`src/rtl/regfile_wb_arbiter.sv`:
```
// Register-file write-port owner: round-robin arbitration between two writeback
// requesters plus a sequencer that zeroes registers 1..2^ADDR_W-1.
module regfile_wb_arbiter #(
  parameter int DATA_W = 32,
  parameter int ADDR_W = 5
) (
  input  logic              clock,
  input  logic              Reset,
  input  logic              req0_valid,
  input  logic [ADDR_W-1:0] req0_addr,
  input  logic [DATA_W-1:0] req0_data,
  output logic              req0_ready,
  input  logic              req1_valid,
  input  logic [ADDR_W-1:0] req1_addr,
  input  logic [DATA_W-1:0] req1_data,
  output logic              req1_ready,
  input  logic              clear_start,
  output logic              clear_busy,
  output logic [ADDR_W-1:0] A3,
  output logic [DATA_W-1:0] WD3,
  output logic              RegWEn
);

  typedef enum logic {
    IDLE  = 1'b0,
    CLEAR = 1'b1
  } state_t;

  localparam logic [ADDR_W-1:0] CNT_FIRST = ADDR_W'(1);
  localparam logic [ADDR_W-1:0] CNT_LAST  = {ADDR_W{1'b1}};

  state_t              state_q;
  logic [ADDR_W-1:0]   cnt_q;
  logic [ADDR_W-1:0]   cnt_d;
  logic                last_q;   // 1: requester 1 was granted most recently
  logic [ADDR_W-1:0]   a3_q;
  logic [DATA_W-1:0]   wd3_q;
  logic                we_q;
  logic                busy_q;
  logic                grant1;
  logic                accept_ok;

  // Grant selection and combinational ready handshake
  always_comb begin
    grant1    = 1'b0;
    accept_ok = 1'b0;
    cnt_d     = cnt_q + CNT_FIRST;
    if (req0_valid && req1_valid) begin
      grant1 = ~last_q;
    end else begin
      grant1 = req1_valid;
    end
    accept_ok  = ~Reset && (state_q == IDLE) && ~clear_start;
    req0_ready = accept_ok && req0_valid && ~grant1;
    req1_ready = accept_ok && req1_valid && grant1;
  end

  // Arbitration/clear FSM with registered write-port outputs
  always_ff @(posedge clock or posedge Reset) begin
    if (Reset) begin
      state_q <= IDLE;
      cnt_q   <= CNT_FIRST;
      last_q  <= 1'b1;
      a3_q    <= '0;
      wd3_q   <= '0;
      we_q    <= 1'b0;
      busy_q  <= 1'b0;
    end else begin
      case (state_q)
        IDLE: begin
          if (clear_start) begin
            // First clear write is presented in the very first CLEAR cycle
            state_q <= CLEAR;
            cnt_q   <= CNT_FIRST;
            a3_q    <= CNT_FIRST;
            wd3_q   <= '0;
            we_q    <= 1'b1;
            busy_q  <= 1'b1;
          end else if (req0_ready) begin
            a3_q   <= req0_addr;
            wd3_q  <= req0_data;
            we_q   <= (req0_addr != '0);
            last_q <= 1'b0;
          end else if (req1_ready) begin
            a3_q   <= req1_addr;
            wd3_q  <= req1_data;
            we_q   <= (req1_addr != '0);
            last_q <= 1'b1;
          end else begin
            we_q <= 1'b0;
          end
        end
        CLEAR: begin
          if (cnt_q == CNT_LAST) begin
            state_q <= IDLE;
            we_q    <= 1'b0;
            busy_q  <= 1'b0;
          end else begin
            cnt_q <= cnt_d;
            a3_q  <= cnt_d;
            wd3_q <= '0;
            we_q  <= 1'b1;
          end
        end
        default: begin
          state_q <= IDLE;
          we_q    <= 1'b0;
          busy_q  <= 1'b0;
        end
      endcase
    end
  end

  assign A3         = a3_q;
  assign WD3        = wd3_q;
  assign RegWEn     = we_q;
  assign clear_busy = busy_q;

endmodule

```
`config.mk`:
```
export PLATFORM = sky130hd
export DESIGN_NAME = regfile_wb_arbiter
export DESIGN_NICKNAME = d
export VERILOG_FILES = /design/src/rtl/regfile_wb_arbiter.sv
export SDC_FILE = /design/constraint.sdc
export NUM_CORES = 1
export LEC_CHECK = 0
export ABC_AREA = 1
export CORE_MARGIN = 2
export CORE_UTILIZATION = 50
export DETAILED_ROUTE_END_ITERATION = 8
export DONT_BUFFER_PORTS = 1
export HOLD_SLACK_MARGIN = 0.05
export REMOVE_ABC_BUFFERS = 1
export SLEW_MARGIN = 20
export SYNTH_ARGS = -nofsm -noshare
export SYNTH_HDL_FRONTEND = slang
export SYNTH_SLANG_ARGS = --single-unit
```
`constraint.sdc`:
```
create_clock -name clock -period 2.5 [get_ports clock]
set_input_delay 0.5 -clock clock [delete_from_list [all_inputs] [get_ports clock]]
set_output_delay 0.5 -clock clock [all_outputs]
set_load 0.01 [all_outputs]
```
=== Word-level counts from Yosys, hierarchy flattened ===
Index checks and enable logic that the tools add are counted.
Widths: inputs -> output; s select.

* Add/subtract/negate cells: 1
* Muxes and demuxes: 25
* Bitwise gates (word level): 5
* Eq/ne operators: 5
* Reductions and logical operators: 14

{| class="wikitable"
|+ Operators with widths
! kind !! number
|-
| $mux 32 || 4
|-
| $pmux 32 s2 || 1
|-
| $mux 5 || 5
|-
| $pmux 5 s2 || 2
|-
| $mux 1 || 10
|-
| $reduce_bool 5->1 || 2
|-
| $logic_and 1x1->1 || 7
|-
| $pmux 1 s2 || 3
|-
| $reduce_and 2->1 || 3
|-
| $add 5x1->5 const B || 1
|-
| $eq 5x5->1 const B || 1
|-
| $not 1->1 || 5
|-
| $ne 2x2->1 const B || 2
|-
| $ne 4x4->1 const B || 1
|-
| $reduce_and 3->1 || 1
|-
| $ne 2x1->1 const B || 1
|-
| $reduce_bool 2->1 || 1
|}

* Bits of input ports: 79
* Flip-flop bits (word level): 46

=== Longest topological paths before layout ===
Gate-level depths: netlist of run 1.

* Depth after elaboration: 9
* Mapped depth: 12

=== Worst setup path before layout of run 1 ===
OpenSTA, ideal clock, no wires.

* Kind: input to output
* From: input Reset
* To: output req1_ready
* Cell stages on the path: 3
* Arrival time: 1927 ps
* Data required time: 2000 ps
* Setup slack: 73 ps
* Path through: inv_1 nand2_1 nor2_1

* Cells in the longest elaborated chain, start to end: 5

{| class="wikitable"
|+ RTL lines
! what !! RTL line !! source
|-
| from (decl) || 8 || <nowiki>input logic Reset,</nowiki>
|-
| $not 1->1 || 53 || <nowiki>accept_ok = ~Reset && (state_q == IDLE) && ~clear_start;</nowiki>
|-
| $logic_and 1x1->1 (2 in a row) || 53 ||
|-
| $logic_and 1x1->1 (2 in a row) || 55 || <nowiki>req1_ready = accept_ok && req1_valid && grant1;</nowiki>
|-
| to (decl) || 16 || <nowiki>output logic req1_ready,</nowiki>
|}

No other way between the ends.

=== Worst setup path after layout of run 1 ===
* From: register cnt_q[0]
* To: register wd3_q[2] (netlist: WD3[2])

* Cells in the longest elaborated chain, start to end: 3

{| class="wikitable"
|+ RTL lines
! what !! RTL line !! source
|-
| from (decl) || 33 || <nowiki>logic [ADDR_W-1:0] cnt_q;</nowiki>
|-
| from (signal assigned) || 99 || <nowiki>cnt_q <= cnt_d;</nowiki>
|-
| $eq 5x5->1 || 94 || <nowiki>if (cnt_q == CNT_LAST) begin</nowiki>
|-
| $ne 2x2->1 (no line) || n/a ||
|-
| $reduce_and 2->1 (no line) || n/a ||
|-
| to (signal assigned) || 81 || <nowiki>wd3_q <= req0_data;</nowiki>
|-
| to (signal assigned) || 86 || <nowiki>wd3_q <= req1_data;</nowiki>
|-
| to (decl) || 37 || <nowiki>logic [DATA_W-1:0] wd3_q;</nowiki>
|}

No other way between the ends.
A chain may end at the register's enable or synchronous reset.

==> results.py, run 1 <==
metrics = {
    "outcome": {
        "status": "complete, no violations",
    },
    "final_layout": {
        "area_growth_pct": 7.119,
        "final_cell_mix": "nand2_1 (158), dfrtp_1 (44), o211ai_2 (29)",
        "drive_above_1_share": 0.1877,
        "final_cells": 395,
        "nets": 405,
        "layout_commonest_cell": "nand2_1",
        "fill_cells": 496,
        "antennaDiodeCount": 0,
    },
    "pwr": {
        "switchingPower_uw": 904.2,
        "combPwrFrac": 0.286,
        "p_per_area_nw_per_um2": 887.6,
        "power.internal_uw": 1619,
        "power_uw": 2523,
        "total_leakage_power_uw": 0.001558,
        "p_clk_frac": 0.270,
        "peakVddDrop_uv": 395.2,
        "switching_share": 0.3584,
        "pwr-share-seq": 0.444,
    },
    "min_path": {
        "hold_path_class": "in -> async",
    },
    "synth": {
        "synthCells": 325,
        "synth_fa_ha_area_frac": 0.009430,
        "yosysUniqueCellTypes": 24,
        "yosys.area_share.xor_xnor": 0,
        "ys_ff_latch": 46,
        "avgSynthCellArea_um2": 8.166,
        "synthSimpleGateAreaFrac": 0.3074,
        "netlist_area_um2": 2654,
        "synth_compound_area_frac": 0.1744,
        "ys_warn_count": 0,
        "synth_top_family_by_area": "simple AND/OR/NAND/NOR gates",
        "synth-seq-area-share": 0.4347,
        "synthMuxAreaShare": 0,
    },
    "detailed_routing": {
        "drc": 0,
        "wire_per_inst_um": 15.46,
        "wirelength_mm": 6.106,
        "drtIter0Drc": 99,
        "first_pass_iters": 4,
        "drt-vias-per-instance": 5.332,
        "via_count": 2106,
        "ant_nets": 0,
    },
    "die": {
        "die_y_um": 76.86,
        "dieArea_um2": 5907,
        "row_count": 26,
        "pin_count": 120,
        "start_util": 0.5196,
        "die_x_um": 76.86,
        "core-area_um2": 5107,
    },
    "critical_path": {
        "path_buf_inv": 3,
        "crit_path_top_delay_cell": "dfstp_2",
        "arrival_ps": 2350,
        "crit_path_end_kind": "register",
        "worst-path-max-fanout": 26,
        "crit_required_ps": 2680,
        "cp-start-kind": "register",
        "crit_type": "reg -> reg",
        "r2r_end": "WD3[2]",
        "cpPeakStageDelay_ps": 570,
        "reg2reg_depth": 12,
        "cp_top_family": "flip-flops",
        "cp_common_cell": "nand2_1",
        "reg2reg_from": "cnt_q[0]",
        "path_cells": "ha_1 -> nand2_1 -> nor2_1 -> ha_1 -> nand2_1 -> clkinv_2 -> nor2_8 -> inv_4 -> nand3_4 -> buf_12 -> o211ai_1 -> nand2_1",
        "crit_cells": 12,
        "reg2reg_slack_ps": 330,
    },
    "global_route": {
        "overflow": 0,
        "antenna_found_initial": 0,
        "grt_max_degree": 38,
        "grt_pass1_vias": 2133,
        "grt_pass1_wl_mm": 10.38,
        "track_usage": 0.2191,
    },
    "cts": {
        "tritoncts": "built",
        "numCtsBuffers": 5,
        "cts_sinks": 46,
        "cts-hold-fix-buffers": 0,
        "postCtsSetupBuffers": 0,
        "worstSkewPairLatency_ps": 300,
        "htree_levels": 2,
        "cts.path.max_buffers": 2,
        "cts_resized": 0,
        "clock-root-buffer": "clkbuf_8",
        "clk_pin_slew_worst_paths_ps": 90,
    },
    "sta": {
        "slew_viol_final": 0,
        "finClkSkew_ps": 7.180,
        "rsz0062_at_grt": "no",
        "hold_viol": 0,
        "whs_ps": 148.2,
        "finalCritPeriodShare": 0.8685,
        "period_needed_ps": 2171,
        "worstMarginPinSlew_ps": 442.8,
        "setup_viol": 0,
        "max_freq_ghz": 0.4606,
        "setup_tns_ps": 0,
        "slew_headroom": 0.7048,
    },
    "placed_design": {
        "gp_congestion": 0.8716,
        "dpl.cell_count": 387,
        "io_buffers": 0,
        "dp_hpwl_mm": 4.467,
    },
    "job": {
        "max_cap_viol_count": 0,
    },
}
flip-flops by register name, indices dropped and copies added (netlist names):
register    cells
last_q          1
WD3            32
state_q         1
clear_busy      1
RegWEn          1
cnt_q           5
A3              5
worst max path at each step:
stage,start,to
2_1_floorplan,Reset,WD3[0]
3_3_place_gp,cnt_q[0],WD3[2]
3_5_place_dp,cnt_q[0],WD3[2]
4_1_cts,cnt_q[0],WD3[2]
5_1_grt,cnt_q[0],WD3[2]
6_report,cnt_q[0],WD3[2]
layer usage:
| layer | vias to the layer above | routed length (um) | track usage |
|---|---|---|---|
| met2 | 73 | 2869 | 0.3588 |
| met5 | - | 0 | 0 |
| met4 | 0 | 70 | 0.06545 |
| li1 | 1048 | - | - |
| met1 | 977 | 2701 | 0.2817 |
| met3 | 8 | 465 | 0.06235 |
Yosys cell counts:
cell type  count  area (um^2)
a21oi_1        6        30.03
a21oi_2        2        17.52
buf_2         10        50.05
buf_4          3        22.52
buf_8          3        45.04
clkbuf_1       1        3.750
clkinv_2       1        5.000
dfrtp_1       44         1101
dfstp_2        2        52.55
ha_1           2        25.02
inv_1         15        56.30
inv_2          2        7.510
inv_4          1        6.260
nand2_1      158        593.1
nand2_4        1        11.26
nand3_1       13        65.06
nand3_4        1        17.52
nand4_1        3        18.77
nor2_1        15        56.30
nor2_4         3        33.78
nor2_8         1        20.02
o211ai_1       3        22.52
o211ai_2      29        362.9
o21ai_0        6        30.03
stage by stage:
stage / cell area, um^2 / utilization / setup slack, ps
2_1_floorplan: 2532 / - / -39.73
6_report: 2843 / 0.5566 / 328.7
3_5_place_dp: 2700 / 0.5287 / 326.4
3_3_place_gp: 2700 / 0.5287 / 383.5
4_1_cts: 2843 / 0.5566 / 312.1
5_1_grt: 2843 / 0.5566 / 99.33
power groups by stage:
stage / Combinational [uW] / Sequential, uW / Clock, uW
3_3_place_gp: 728 / 1140 / 0
3_5_place_dp: 735 / 1130 / 0
2_1_floorplan: 552 / 1090 / 0
4_1_cts: 735 / 1120 / 697
6_report: 721 / 1120 / 682
5_1_grt: 842 / 1140 / 728
kinds of logic after synthesis:
family          Yosys count
simple gates            195
fa+ha+maj                 2
compound gates           46
flops                    46
buf+inv                  36
cell type report:
| cell class | instances | area, um^2 | area share |
|---|---|---|---|
| Timing Repair Buffer | 9 | 80.08 | 0.02817 |
| Clock buffer | 6 | 82.58 | 0.02905 |
| Sequential cell | 46 | 1154 | 0.4058 |
| Clock inverter | 2 | 60.06 | 0.02113 |
| Multi-Input combinational cell | 243 | 1304 | 0.4586 |
| Tap cell | 70 | 87.58 | 0.03081 |
| Inverter | 19 | 75.07 | 0.02641 |
Power figures use the tool's default switching activity.
==> run 2: changes to the inputs <==
- CORE_ASPECT_RATIO: default -> 0.7
==> results.py, run 2 (synthesis gave the netlist of run 1 again) <==
metrics = {
    "critical_path": {
        "worst-path-max-fanout": 37,
        "reg2reg_slack_ps": 420,
        "cp-start-kind": "register",
        "crit_path_end_kind": "output pin",
        "endpoint": "req0_ready",
        "arrival_ps": 1720,
        "crit_type": "reg -> out",
        "worstSetupStartpoint": "last_q",
        "r2r_end": "A3[3]",
        "reg2reg_from": "cnt_q[0]",
        "crit_required_ps": 2000,
        "reg2reg_depth": 12,
    },
    "final_layout": {
        "layout_commonest_cell": "nand2_1",
        "fill_cells": 512,
        "antennaDiodeCount": 0,
        "nets": 405,
        "final_cell_mix": "nand2_1 (158), dfrtp_1 (44), o211ai_2 (29)",
        "multi_input_area_um2": 1304,
        "seq_area_um2": 1154,
        "largest_reg_flops": 32,
        "area_growth_pct": 5.611,
        "design_area_um2": 2803,
        "fin_util": 0.5416,
        "drive_above_1_share": 0.1852,
    },
    "cts": {
        "postCtsSetupBuffers": 0,
        "cts-hold-fix-buffers": 0,
        "cts_resized": 0,
        "worstSkewPairLatency_ps": 290,
        "clock-root-buffer": "clkbuf_8",
        "cts.path.max_buffers": 2,
        "tritoncts": "built",
        "htree_levels": 2,
        "clk_pin_slew_worst_paths_ps": 80,
        "numCtsBuffers": 5,
        "cts_sinks": 46,
    },
    "placed_design": {
        "io_buffers": 0,
        "gp_congestion": 0.8820,
        "dp_worst_setup_slack_ps": 437.2,
        "dp_hpwl_mm": 4.448,
        "placed_area_um2": 2690,
    },
    "pwr": {
        "total_leakage_power_uw": 0.001537,
        "p_per_area_nw_per_um2": 855.6,
        "peakVddDrop_uv": 363.0,
    },
    "job": {
        "max_cap_viol_count": 0,
    },
    "global_route": {
        "grt_max_degree": 38,
        "grt_pass1_wl_mm": 9.860,
        "antenna_found_initial": 0,
        "overflow": 0,
        "grt_pass1_vias": 2031,
        "track_usage": 0.2087,
    },
    "detailed_routing": {
        "wire_per_inst_um": 15.32,
        "drtIter0Drc": 90,
        "drc": 0,
        "wirelength_mm": 6.067,
        "first_pass_iters": 4,
        "via_count": 2094,
        "ant_nets": 0,
        "drt-vias-per-instance": 5.288,
    },
    "outcome": {
        "status": "complete, no violations",
    },
    "die": {
        "dieArea_um2": 5916,
        "die_x_um": 91.08,
        "pin_count": 120,
        "start_util": 0.5128,
        "core-area_um2": 5175,
        "die_y_um": 64.96,
        "row_count": 22,
    },
    "sta": {
        "slew_headroom": 0.6889,
        "finalCritPeriodShare": 0.8894,
        "hold_viol": 0,
        "setup_viol": 0,
        "setup_ws_ps": 276.4,
        "finClkSkew_ps": 7.672,
        "period_needed_ps": 2224,
        "slew_viol_final": 0,
        "max_freq_ghz": 0.4497,
        "worstMarginPinSlew_ps": 466.7,
        "rsz0062_at_grt": "no",
    },
    "min_path": {
        "hold_path_class": "in -> async",
    },
}
## run 2: changes by cell type in the layout (fill, tap and decap cells not counted), sizes merged
cell    change
bufinv      -1
## run 2: how the worst min path moves through the flow
stage                  start        to  slack [ps]  depth (start not counted)
floorplan           cnt_q[4]  cnt_q[4]         460                          2
global placement       Reset     A3[3]         390                          1
detailed placement     Reset   state_q         390                          1
CTS                    Reset   WD3[28]          70                          1
global route           Reset   WD3[28]          70                          1
finish                 Reset   WD3[12]          60                          1
## run 2: power breakdown
| part | internal, uW | switching [uW] | total (uW) |
|---|---|---|---|
| logic | 259 | 466 | 725 |
| clock network | 320 | 238 | 558 |
| registers | 927 | 187 | 1110 |
| total | 1510 | 892 | 2400 |
## run 2: through the flow
step / TNS, ps / total power, uW / cells / hold slack [ps]
2_1_floorplan: -622.9 / 1642 / 308 / 459.4
4_1_cts: 0 / 2430 / 396 / 70.04
5_1_grt: 0 / 2585 / 396 / 66.59
6_report: 0 / 2398 / 396 / 63.31
3_3_place_gp: 0 / 1858 / 389 / 388.2
3_5_place_dp: 0 / 1864 / 389 / 388.9
## run 2: routing by layer
layer	track usage	up-vias	part of all wire
li1	-	1044	-
met1	0.2982	971	0.48
met2	0.3102	75	0.43
met3	0.06977	4	0.080
met4	0.04167	0	0.0063
met5	0	-	0
## run 2: critical path: stages, from the launching register on
cell and delay (ps):
dfstp_2 530, inv_1 50, a21oi_2 310, nand2_4 340, inv_2 200
## run 2: area by class of cell
| cell class | instances | share of cell area |
|---|---|---|
| multi-input cells | 243 | 0.4652 |
| clock inverters | 1 | 0.01071 |
| flip-flops and latches | 46 | 0.4116 |
| repair buffers | 9 | 0.02411 |
| clock buffers | 6 | 0.02946 |
| inverters | 19 | 0.02679 |
| well taps | 72 | 0.03214 |
==> run 3: changes to the inputs <==
- CORE_UTILIZATION: 50 -> 55
- GPL_ROUTABILITY_DRIVEN: default -> 0
- PLACE_DENSITY: default -> 0.7
==> results.py, run 3 (synthesis gave the netlist of run 1 again) <==
metrics = {
    "die": {
        "core-area_um2": 4703,
        "die_x_um": 87.03,
        "dieArea_um2": 5406,
        "pin_count": 120,
        "row_count": 21,
        "start_util": 0.5642,
        "die_y_um": 62.12,
    },
    "placed_design": {
        "placed_area_um2": 2676,
        "io_buffers": 0,
        "dp_hpwl_mm": 4.324,
    },
    "pwr": {
        "p_clk_frac": 0.261,
        "pwr-share-seq": 0.447,
        "switchingPower_uw": 894.9,
        "combPwrFrac": 0.292,
        "peakVddDrop_uv": 411.9,
        "power_uw": 2488,
        "p_per_area_nw_per_um2": 881.1,
        "total_leakage_power_uw": 0.001554,
        "power.internal_uw": 1593,
        "switching_share": 0.3596,
    },
    "sta": {
        "slew_viol_final": 0,
        "slew_headroom": 0.6736,
        "finalCritPeriodShare": 0.8912,
        "period_needed_ps": 2228,
        "finClkSkew_ps": 7.805,
        "rsz0062_at_grt": "no",
        "setup_tns_ps": 0,
        "setup_viol": 0,
        "max_freq_ghz": 0.4488,
        "worstMarginPinSlew_ps": 489.6,
        "hold_viol": 0,
    },
    "cts": {
        "htree_levels": 2,
        "clock-root-buffer": "clkbuf_8",
        "clk_pin_slew_worst_paths_ps": 90,
        "postCtsSetupBuffers": 0,
        "cts_sinks": 46,
        "cts.path.max_buffers": 2,
        "numCtsBuffers": 5,
        "tritoncts": "built",
        "worstSkewPairLatency_ps": 290,
    },
    "min_path": {
        "holdCritStartpoint": "req0_data[11]",
        "hold_path_class": "in -> reg",
        "hold_depth": 2,
    },
    "detailed_routing": {
        "highest_layer": "met4",
        "wl_met1_mm": 2.518,
        "wire_per_inst_um": 15.12,
        "ant_nets": 0,
        "wirelength_mm": 5.775,
        "drtIter0Drc": 87,
        "drc": 0,
        "via_count": 2096,
        "drt-vias-per-instance": 5.487,
        "wl_met3_um": 628,
        "dr_wl_met2_mm": 2.603,
        "first_pass_iters": 4,
    },
    "outcome": {
        "status": "complete, no violations",
    },
    "critical_path": {
        "crit_required_ps": 2690,
        "arrival_ps": 2410,
        "crit_type": "reg -> reg",
        "crit_path_end_kind": "register",
        "cp-start-kind": "register",
        "reg2reg_depth": 12,
        "path_cells": "ha_1 -> nand2_1 -> nor2_1 -> ha_1 -> nand2_1 -> clkinv_2 -> nor2_8 -> inv_4 -> nand3_4 -> buf_12 -> o211ai_1 -> nand2_1",
        "cp_top_family": "simple AND/OR/NAND/NOR gates",
        "path_buf_inv": 3,
        "cp_common_cell": "nand2_1",
        "worstSetupStartpoint": "cnt_q[0]",
        "crit_cells": 12,
        "cpPeakStageDelay_ps": 570,
        "crit_path_top_delay_cell": "dfstp_2",
        "worst-path-max-fanout": 24,
        "reg2reg_from": "cnt_q[0]",
    },
    "global_route": {
        "grt_pass1_wl_mm": 9.597,
        "overflow": 0,
        "grt_max_degree": 41,
        "grt_pass1_vias": 2072,
        "track_usage": 0.2265,
        "antenna_found_initial": 0,
    },
    "final_layout": {
        "final_cell_mix": "nand2_1 (158), dfrtp_1 (44), o211ai_2 (29)",
        "area_growth_pct": 6.412,
        "antennaDiodeCount": 0,
        "fin_util": 0.6004,
        "design_area_um2": 2824,
        "largest_reg_flops": 32,
        "nets": 405,
        "drive_above_1_share": 0.1846,
        "layout_commonest_cell": "nand2_1",
    },
    "job": {
        "max_cap_viol_count": 0,
    },
}
==> run 3: repair_timing <==
action	4_1_cts	5_1_grt
gates resized for setup	0	0
hold buffers	1	0
endpoints found under the hold margin	11	0
==> run 3: metal layers <==
metal | up-vias | track usage
li1 | 1051 | -
met1 | 953 | 0.3049
met2 | 90 | 0.3559
met3 | 2 | 0.07846
met4 | 0 | 0.04688
met5 | - | 0
==> run 3: power by group through the flow <==
stage,logic [uW],clock network [uW],registers (uW)
global route,829,709,1140
detailed placement,734,0,1130
finish,726,650,1110
CTS,736,673,1110
global placement,724,0,1130
floorplan,552,0,1090
==> run 3: layout make-up <==
class | instances | area, um^2
timing repair buffer | 9 | 82.58
fill | 414 | 1879
clock buffer | 5 | 68.82
inverter | 19 | 75.07
sequential | 46 | 1154
tap | 57 | 71.32
multi-input combinational | 243 | 1304
clock inverter | 3 | 68.82
==> run 3: worst paths after layout <==
path	slack [ps]	end
min in group asynchronous	610	A3[3]
max	270	WD3[1]
min reg2reg	500	cnt_q[0]
min	360	WD3[11]
max reg2reg	270	WD3[1]
max in group asynchronous	1140	cnt_q[0]
==> run 3: through the flow <==
stage | cells | hold slack, ps | setup WS [ps]
after floorplan | 308 | 459.4 | -39.73
after global placement | 373 | 350.3 | 366.2
after detailed placement | 373 | 354.8 | 283.6
after CTS | 382 | 342.0 | 278.9
after global routing | 382 | 333.7 | 92.15
final | 382 | 355.5 | 272.1
